$ cat config.mk
export PLATFORM = sky130hd
export DESIGN_NAME = spi_cmd_ctrl
export DESIGN_NICKNAME = d
export VERILOG_FILES = /design/src/rtl/spi_pkg.sv /design/src/rtl/spi_cmd_ctrl.sv
export SDC_FILE = /design/constraint.sdc
export NUM_CORES = 1
export LEC_CHECK = 0
export BUFFER_PORTS_ARGS = -buffer_cell sky130_fd_sc_hd__clkbuf_2
export CELL_PAD_IN_SITES_DETAIL_PLACEMENT = 1
export CELL_PAD_IN_SITES_GLOBAL_PLACEMENT = 1
export CORE_ASPECT_RATIO = 1.1
export CORE_MARGIN = 3
export CORE_UTILIZATION = 30
export CTS_BUF_LIST = sky130_fd_sc_hd__clkbuf_4 sky130_fd_sc_hd__clkbuf_8
export DETAILED_ROUTE_END_ITERATION = 6
export PLACE_DENSITY_LB_ADDON = 0.1
export SLEW_MARGIN = 40
export SYNTH_ARGS = -nofsm -noshare
export SYNTH_HDL_FRONTEND = slang
export SYNTH_SLANG_ARGS = --single-unit
$ cat constraint.sdc
create_clock -name i_clk -period 3.3 [get_ports i_clk]
set_input_delay 0.165 -clock i_clk [delete_from_list [all_inputs] [get_ports i_clk]]
set_output_delay 0.165 -clock i_clk [all_outputs]
set_load 0.05 [all_outputs]
$ cat src/rtl/spi_pkg.sv
// Shared definitions for the SPI command sequencer.
//  - state_e      : command FSM state encoding
//  - HDR_OPC      : opcode header length in bytes
//  - HDR_ADDR     : address header length in bytes
//  - DUMMY_BYTE   : default MOSI byte during read data phase
//  - addr_byte()  : selects address byte 0..2, MSB byte first
package spi_pkg;

  typedef enum logic [2:0] {
    ST_IDLE,
    ST_OPCODE,
    ST_ADDR,
    ST_DATA,
    ST_WAIT_RX,
    ST_DONE
  } state_e;

  localparam int          HDR_OPC    = 1;
  localparam int          HDR_ADDR   = 3;
  localparam logic [7:0]  DUMMY_BYTE = 8'h00;

  function automatic logic [7:0] addr_byte(input logic [23:0] addr, input logic [1:0] idx);
    case (idx)
      2'd0:    return addr[23:16];
      2'd1:    return addr[15:8];
      default: return addr[7:0];
    endcase
  endfunction

endpackage

$ cat src/rtl/spi_cmd_ctrl.sv
// SPI command sequencer: issues opcode, optional 24-bit address and N data
// bytes to a byte-level SPI engine over a valid/ready handshake, counts the
// returned rx bytes and forwards only data-phase read bytes to the user.
//
// Ports
//  i_clk, i_rst                       clock, synchronous active-high reset
//  i_cmd_valid / o_cmd_ready          command handshake (ready only in IDLE)
//  i_cmd_opcode, i_cmd_addr_en,
//  i_cmd_addr, i_cmd_rw, i_cmd_len    command fields, captured on accept
//  i_wr_data/i_wr_valid/o_wr_ready    write payload stream (pass-through)
//  o_rd_data/o_rd_valid               read payload bytes, 1-cycle strobes
//  o_busy, o_done                     busy from accept until done pulse
//  o_drv_data/o_drv_valid/i_drv_ready byte stream to the SPI engine
//  i_drv_rd_data/i_drv_rd_valid       rx bytes from the SPI engine
module spi_cmd_ctrl
  import spi_pkg::*;
#(
  parameter int         P_LEN_WIDTH  = 16,
  parameter logic [7:0] P_DUMMY_BYTE = DUMMY_BYTE
) (
  input  logic                   i_clk,
  input  logic                   i_rst,
  input  logic                   i_cmd_valid,
  output logic                   o_cmd_ready,
  input  logic [7:0]             i_cmd_opcode,
  input  logic                   i_cmd_addr_en,
  input  logic [23:0]            i_cmd_addr,
  input  logic                   i_cmd_rw,
  input  logic [P_LEN_WIDTH-1:0] i_cmd_len,
  input  logic [7:0]             i_wr_data,
  input  logic                   i_wr_valid,
  output logic                   o_wr_ready,
  output logic [7:0]             o_rd_data,
  output logic                   o_rd_valid,
  output logic                   o_busy,
  output logic                   o_done,
  output logic [7:0]             o_drv_data,
  output logic                   o_drv_valid,
  input  logic                   i_drv_ready,
  input  logic [7:0]             i_drv_rd_data,
  input  logic                   i_drv_rd_valid
);

  // rx counter carries one extra bit so H + max N never wraps
  localparam int                   CW      = P_LEN_WIDTH + 1;
  localparam logic [P_LEN_WIDTH-1:0] LEN_ONE = 1;
  localparam logic [CW-1:0]          CNT_ONE = 1;

  state_e                 state_q;
  logic [23:0]            addr_q;
  logic                   addr_en_q;
  logic                   rw_q;
  logic [P_LEN_WIDTH-1:0] len_q;
  logic [P_LEN_WIDTH-1:0] tx_cnt_q;
  logic [1:0]             addr_idx_q;
  logic [CW-1:0]          rx_cnt_q;
  logic [CW-1:0]          total_q;
  logic                   cmd_ready_q;
  logic                   busy_q;
  logic                   done_q;
  logic                   rd_valid_q;
  logic [7:0]             rd_data_q;
  logic                   drv_valid_q;
  logic [7:0]             drv_data_q;

  logic          wr_phase;
  logic          drv_hs;
  logic          rx_active;
  logic [CW-1:0] hdr_len;
  state_e        post_hdr_st;
  logic          post_hdr_vld;

  // Write data phase bypasses the output registers so payload bytes reach
  // the engine with zero latency and user stalls stall the bus directly.
  assign wr_phase    = (state_q == ST_DATA) && !rw_q;
  assign o_drv_valid = wr_phase ? i_wr_valid : drv_valid_q;
  assign o_drv_data  = wr_phase ? i_wr_data  : drv_data_q;
  assign o_wr_ready  = wr_phase && i_drv_ready;
  assign drv_hs      = o_drv_valid && i_drv_ready;

  assign rx_active = (state_q == ST_OPCODE) || (state_q == ST_ADDR) ||
                     (state_q == ST_DATA)   || (state_q == ST_WAIT_RX);
  assign hdr_len   = addr_en_q ? CW'(HDR_OPC + HDR_ADDR) : CW'(HDR_OPC);

  // Where to go once the header is out; only a read data phase drives the
  // registered valid (with the dummy byte).
  assign post_hdr_st  = (len_q != '0) ? ST_DATA : ST_WAIT_RX;
  assign post_hdr_vld = (len_q != '0) && rw_q;

  assign o_cmd_ready = cmd_ready_q;
  assign o_busy      = busy_q;
  assign o_done      = done_q;
  assign o_rd_valid  = rd_valid_q;
  assign o_rd_data   = rd_data_q;

  always_ff @(posedge i_clk) begin
    if (i_rst) begin
      state_q     <= ST_IDLE;
      addr_q      <= '0;
      addr_en_q   <= 1'b0;
      rw_q        <= 1'b0;
      len_q       <= '0;
      tx_cnt_q    <= '0;
      addr_idx_q  <= '0;
      rx_cnt_q    <= '0;
      total_q     <= '0;
      cmd_ready_q <= 1'b1;
      busy_q      <= 1'b0;
      done_q      <= 1'b0;
      rd_valid_q  <= 1'b0;
      rd_data_q   <= '0;
      drv_valid_q <= 1'b0;
      drv_data_q  <= '0;
    end else begin
      rd_valid_q <= 1'b0;

      // rx bytes are counted in every active phase; only those beyond the
      // header of a read command go to the user
      if (rx_active && i_drv_rd_valid) begin
        rx_cnt_q <= rx_cnt_q + CNT_ONE;
        if (rw_q && (rx_cnt_q >= hdr_len)) begin
          rd_valid_q <= 1'b1;
          rd_data_q  <= i_drv_rd_data;
        end
      end

      case (state_q)
        ST_IDLE: begin
          if (i_cmd_valid && cmd_ready_q) begin
            addr_q      <= i_cmd_addr;
            addr_en_q   <= i_cmd_addr_en;
            rw_q        <= i_cmd_rw;
            len_q       <= i_cmd_len;
            tx_cnt_q    <= '0;
            addr_idx_q  <= '0;
            rx_cnt_q    <= '0;
            total_q     <= CW'(HDR_OPC) + (i_cmd_addr_en ? CW'(HDR_ADDR) : '0) + CW'(i_cmd_len);
            cmd_ready_q <= 1'b0;
            busy_q      <= 1'b1;
            drv_valid_q <= 1'b1;
            drv_data_q  <= i_cmd_opcode;
            state_q     <= ST_OPCODE;
          end
        end

        ST_OPCODE: begin
          if (drv_hs) begin
            if (addr_en_q) begin
              addr_idx_q <= '0;
              drv_data_q <= addr_byte(addr_q, 2'd0);
              state_q    <= ST_ADDR;
            end else begin
              drv_valid_q <= post_hdr_vld;
              drv_data_q  <= P_DUMMY_BYTE;
              state_q     <= post_hdr_st;
            end
          end
        end

        ST_ADDR: begin
          if (drv_hs) begin
            if (addr_idx_q == 2'd2) begin
              drv_valid_q <= post_hdr_vld;
              drv_data_q  <= P_DUMMY_BYTE;
              state_q     <= post_hdr_st;
            end else begin
              addr_idx_q <= addr_idx_q + 2'd1;
              drv_data_q <= addr_byte(addr_q, addr_idx_q + 2'd1);
            end
          end
        end

        ST_DATA: begin
          if (drv_hs) begin
            tx_cnt_q <= tx_cnt_q + LEN_ONE;
            if (tx_cnt_q == (len_q - LEN_ONE)) begin
              drv_valid_q <= 1'b0;
              state_q     <= ST_WAIT_RX;
            end
          end
        end

        ST_WAIT_RX: begin
          if (rx_cnt_q == total_q) begin
            done_q  <= 1'b1;
            state_q <= ST_DONE;
          end
        end

        ST_DONE: begin
          done_q      <= 1'b0;
          busy_q      <= 1'b0;
          cmd_ready_q <= 1'b1;
          state_q     <= ST_IDLE;
        end

        default: state_q <= ST_IDLE;
      endcase
    end
  end

endmodule

======== After elaboration in Yosys (flattened, before gate mapping) ========
Index checks and enable logic that the tools add are counted.
Widths: inputs -> output; s select.
storage, ports and cells
  input port bits ......................... 72
  output and inout bits ................... 22
  flip-flop bits (word level) ............. 118
  word-level logic and storage cells ...... 119
operators by class
  multiplexer cells ....................... 47
  reductions and logical operators ........ 29
  order comparisons ....................... 1
  bitwise operators ....................... 1
  equality and inequality tests ........... 19
  add/sub/neg operators ................... 6
operator list
  cell                   count
  $mux 17                3
  $mux 8                 6
  $mux 16                2
  $pmux 16 s2            1
  $mux 3                 10
  $pmux 8 s3             1
  $add 17x1->17 const B  1
  $add 3x16->17          1
  $eq 17x17->1           1
  $ge 17x3->1            1
  $add 16x1->16 const B  1
  $eq 16x16->1           1
  $pmux 8 s2             1
  $reduce_bool 16->1     1
  $sub 16x1->16 const B  1
  $pmux 3 s5             1
  $ne 2x2->1 const B     7
  $mux 2                 6
  $mux 1                 11
  $reduce_and 2->1       4
  $reduce_and 8->1       1
  $logic_and 1x1->1      7
  $reduce_and 7->1       1
  $eq 3x2->1 const B     2
  other kinds (22)       31

======== Depth between registers and ports, before layout ========
  word-level depth ........................ 8
  depth in mapped cells ................... 10
  mapped depth without buffers ............ 10

======== Least setup slack after synthesis ========
OpenSTA, ideal clock, no wires.
  path kind ............................... register to register
  from .................................... register len_q[0]
  to ...................................... register state_q[0]
  period minus slack after synthesis ...... 2.843 ns
  data required time ...................... 3.177 ns
  arrival ................................. 2.719 ns
  path buffers ............................ 0
  slack ................................... 0.457 ns
  setup time .............................. 0.123 ns
  cell stages (with the launch flop) ...... 10
  cells stage by stage .................... dfxtp_1 -> inv_1 -> ha_1 -> or3b_2 -> o41ai_2 -> o311ai_1 -> or4_1 -> a2111o_1 -> a21oi_2 -> mux2_1
on the way
  longest elaborated chain between the ends .. 5
  elaborated cells on any way between the ends .. 11
  those cells by class .................... 1 x add/sub; 2 x eq/ne; 6 x mux; 2 x reduce/logical
RTL lines
  item                                                   RTL line             RTL
  start, declared                                        spi_cmd_ctrl.sv:53   logic [P_LEN_WIDTH-1:0] len_q;
  start signal, assigned                                 spi_cmd_ctrl.sv:133  len_q <= i_cmd_len;
  branches (longest 5 deep; another with $sub 16x1->16)  --
  end signal, assigned                                   spi_cmd_ctrl.sv:155  state_q <= post_hdr_st;
  end signal, assigned                                   spi_cmd_ctrl.sv:165  state_q <= post_hdr_st;
  end, declared                                          spi_cmd_ctrl.sv:49   state_e state_q;
Parallel ways; which one is timed is not known. The select of a mux whose other input is x is not followed.
A chain may end at the register's enable or synchronous reset.

======== Worst setup path after layout ========
Same ends and word-level chain as after synthesis.

==> metrics.md <==
| Metric | Value |
|---|---|
| Layout cells sized above 1 | 18.0% |
| IO Port Bufs | 93 |
| CTS H-tree depth | 4 |
| Worst Tran Pin Value | a little under 0.8 ns |
| Starting density of the core | a little under a third |
| Worst path buffer plus inverter count | 1 |
| Number of I/O pins | 94 |
| Min Tclk post-route | 3.16 ns |
| Mean Syn Cell Area | 8.09 µm² |
| Critical R2R Capture | state_q[0]$_SDFFE_PP0P_ |
| FF+latch count, synth | 118 |
| Status | finished, final reports clean |
| Setup Viol. Count Final | 0 |
| Max VDD drop | 0.315 mV |
| WL per Instance | 17.2 µm |
| Overall power | 0.00486 W |
| Fin crit share | 95.6% |
| PwrDens | ~640 nW/µm² |
| Clk_skew | 0.0151 ns |
| Initial drt markers | 278 |
| Worst path max stage delay | roughly 0.55 ns |
| Hold WC Path Type | input port to flip-flop |
| Startpoint Class | flip-flop |
| Final hold slack | 0.0283 ns |
| Final Util | about two fifths |
| Die X | 142 µm |
| CTS tree | yes |
| Reg power frac | ~38% |
| Vias in the first global route | 6076 |
| Global-route wire length before repair | about 32000 µm |
| Req. time, crit path | roughly 3.6 ns |
| CP Cell Sequence | inv_1 -> ha_2 -> or3b_2 -> o41ai_2 -> o311ai_1 -> or4_1 -> a2111o_1 -> a21oi_2 -> mux2_1 |
| Net Sw Power | roughly 0.0020 W |
| Clock Power Share | 27.0% |
| WP data arrival | ~3.5 ns |
| Dpl cell area | 6750 µm² |
| Synthesized area | 6060 µm² |
| Max cap viols | 0 |
| Asr flop ratio synth | 0% |
| Slack of the worst reg-to-reg path | 0.14 ns |
| CTS Buf Count | 17 |
| Final ANT Viol Nets | 0 |
| Synth top area cells | dfxtp_1 39%, nand2_1 7.7%, xor2_1 7.4% |
| Switching share of power | 40.5% |
| Clock-pin transition on the worst setup and hold timing paths | 0.08 ns |
| Core box area | 19500 µm² |
| Reg2Reg Depth | 9 |
| Area grow syn2layout | 24.8% |
| Internal Power | about 0.0029 W |
| Worst-Skew Late Latency | 0.45 ns |
| Main flop type after synthesis | dfxtp_1 |
| FMAX | 317 MHz |
| Synth unique cells | between 50 and 60 |
| FF-to-FF Start | len_q[0]$_SDFFE_PP0P_ |
| Worst relative slew slack | 47.4% |
| Hold path cells | 3 |
| RSZ-0062 raised after global routing | no |
| Placed wire-length estimate | 14200 µm |
| CP max FO | 5 |
| Syn. warnings | 0 |
| Worst Hold End | len_q[12]$_SDFFE_PP0P_ |
| Root Driver | clkbuf_8 |
| Clk buf depth | 2 |
| Setup bufs post-CTS | 0 |
| Cell family with most CP delay | simple AND/OR/NAND/NOR gates |
| Largest net degree at the start of global routing | 76 |
| Net count, final | 954 |
| DR pass1 iterations | 6 |
| Design area | 7560 µm² |
| Row count | 53 |
| Final Hold Fails | 0 |
| Slowest cell on the critical path | or4_1 |
| P_leak | 3.05 nW |
| Overflow after GRT | 0 |
| DRC | 0 |
| Fin. max-slew vios | 0 |
| Synthesized net count | 833 |
| EDFF count, synth | 0 |
| Kind of critical path | flip-flop to flip-flop |
| Worst Setup SP | len_q[0]$_SDFFE_PP0P_ |
| Register area share after synthesis | around two fifths |
| GP Congestion | ~0.84 |
| Hold Path Origin | i_cmd_len[12] |
| Yosys top cell area share | 39.0% |
| Gate power share | a little over a third |
| Mapped Cells | ~750 |
| Crit. End Element | flip-flop |
| DR vias | 5702 |
| GR Util All Layers | 18.2% |
| Initial antenna violation count | 1 |
| Area leader, netlist | dfxtp_1 |
| Clock Sinks | 118 |
| Die area | 22000 µm² |
| Die H | 155 µm |
| Final setup TNS | 0 ns |
| Vias per cell | 5.04 |
| WL final | 19500 µm |
==> area by class of cell <==
class | instances | area [µm²]
antenna | 1 | 2.50
clock buffer | 17 | 234
clock inverter | 15 | 144
fill | 2388 | 11900
inverter | 16 | 60.1
multi-input combinational | 571 | 3480
sequential | 118 | 2360
tap | 247 | 309
timing repair buffer | 146 | 968
==> cell usage after synthesis, types with 4 or more instances <==
library cell,instances
nand4_1,13
and2_1,4
a22oi_1,8
clkbuf_1,35
a31oi_1,6
mux2i_1,13
or3_1,8
xnor2_1,24
nor2b_1,5
and3_1,11
dfxtp_1,118
nor3_1,13
a222oi_1,8
a21oi_1,58
mux2_2,12
nand2b_1,5
nand3_1,18
buf_1,8
or4_1,4
inv_1,16
ha_1,11
xor2_1,51
nor4_1,9
o21ai_0,16
nand2_1,124
a211oi_1,25
nor2_1,84
==> worst max path at each step <==
stage	depth (start not counted)	endpoint	slack [ns]
5_1_grt	9	state_q[0]$_SDFFE_PP0P_	0.02
2_1_floorplan	9	state_q[0]$_SDFFE_PP0P_	0.46
3_5_place_dp	9	state_q[0]$_SDFFE_PP0P_	0.15
3_3_place_gp	9	state_q[0]$_SDFFE_PP0P_	0.29
6_report	9	state_q[0]$_SDFFE_PP0P_	0.14
4_1_cts	9	state_q[0]$_SDFFE_PP0P_	0.12
==> worst min-delay path, stage by stage <==
cell and delay, ns:
clkbuf_2 0.13, nand2_1 0.07, a21oi_1 0.05
==> flip-flops by register name, summed over array words and instances, names as in the netlist, 2 cells and up <==
name        cells
addr_q         24
rx_cnt_q       17
total_q        17
len_q          16
tx_cnt_q       16
drv_data_q      8
o_rd_data       8
state_q         3
addr_idx_q      2
==> layer usage <==
| layer | global-route usage, % | vias to the layer above | wire length (µm) |
|---|---|---|---|
| li1 | - | 2840 | - |
| met1 | 22.2 | 2755 | 8600 |
| met2 | 32.2 | 93 | 10000 |
| met3 | 4.21 | 14 | 685 |
| met4 | 4.62 | 0 | 167 |
| met5 | 0 | - | 0 |
==> power by group through the flow <==
stage / Clock, W / Combinational [W] / Sequential, W
finish: 0.00132 / 0.00172 / 0.00183
global route: 0.00144 / 0.00193 / 0.00186
CTS: 0.00136 / 0.00175 / 0.00183
detailed placement: 0 / 0.00169 / 0.00186
global placement: 0 / 0.00165 / 0.00185
floorplan: 0 / 0.00126 / 0.00180
==> per-stage QoR <==
| stage | std cells | setup slack, ns |
|---|---|---|
| CTS | 1130 | 0.118 |
| floorplan | 749 | 0.457 |
| global placement | 1054 | 0.293 |
| global route | 1131 | 0.0189 |
| finish | 1131 | 0.145 |
| detailed placement | 1055 | 0.148 |
==> cells by family after synthesis <==
kind of cell / share of synthesized area (%)
flops: 39.0
compound gates: 14.5
xor+xnor: 10.8
simple gates: 24.7
mux: 4.56
buf+inv: 3.84
fa+ha+maj: 2.60
==> layout by cell type (no fill, tap or decap), drive strengths merged, types with 23 or more instances in the layout <==
cell | Yosys | layout
a211oi | 25 | 25
a21oi | 59 | 59
clkbuf | 35 | 109
dfxtp | 118 | 118
dlygate4sd3 | 0 | 43
inv | 16 | 23
nand2 | 124 | 124
nor2 | 84 | 84
xnor2 | 24 | 24
xor2 | 51 | 51
==> timing repair <==
item | CTS | global route
resized for setup | 0 | 1
hold buffers | 43 | 0
setup endpoints to repair | 0 | 1
hold endpoints to repair | 43 | 0
Note: power is estimated with default switching activity, not from simulation.
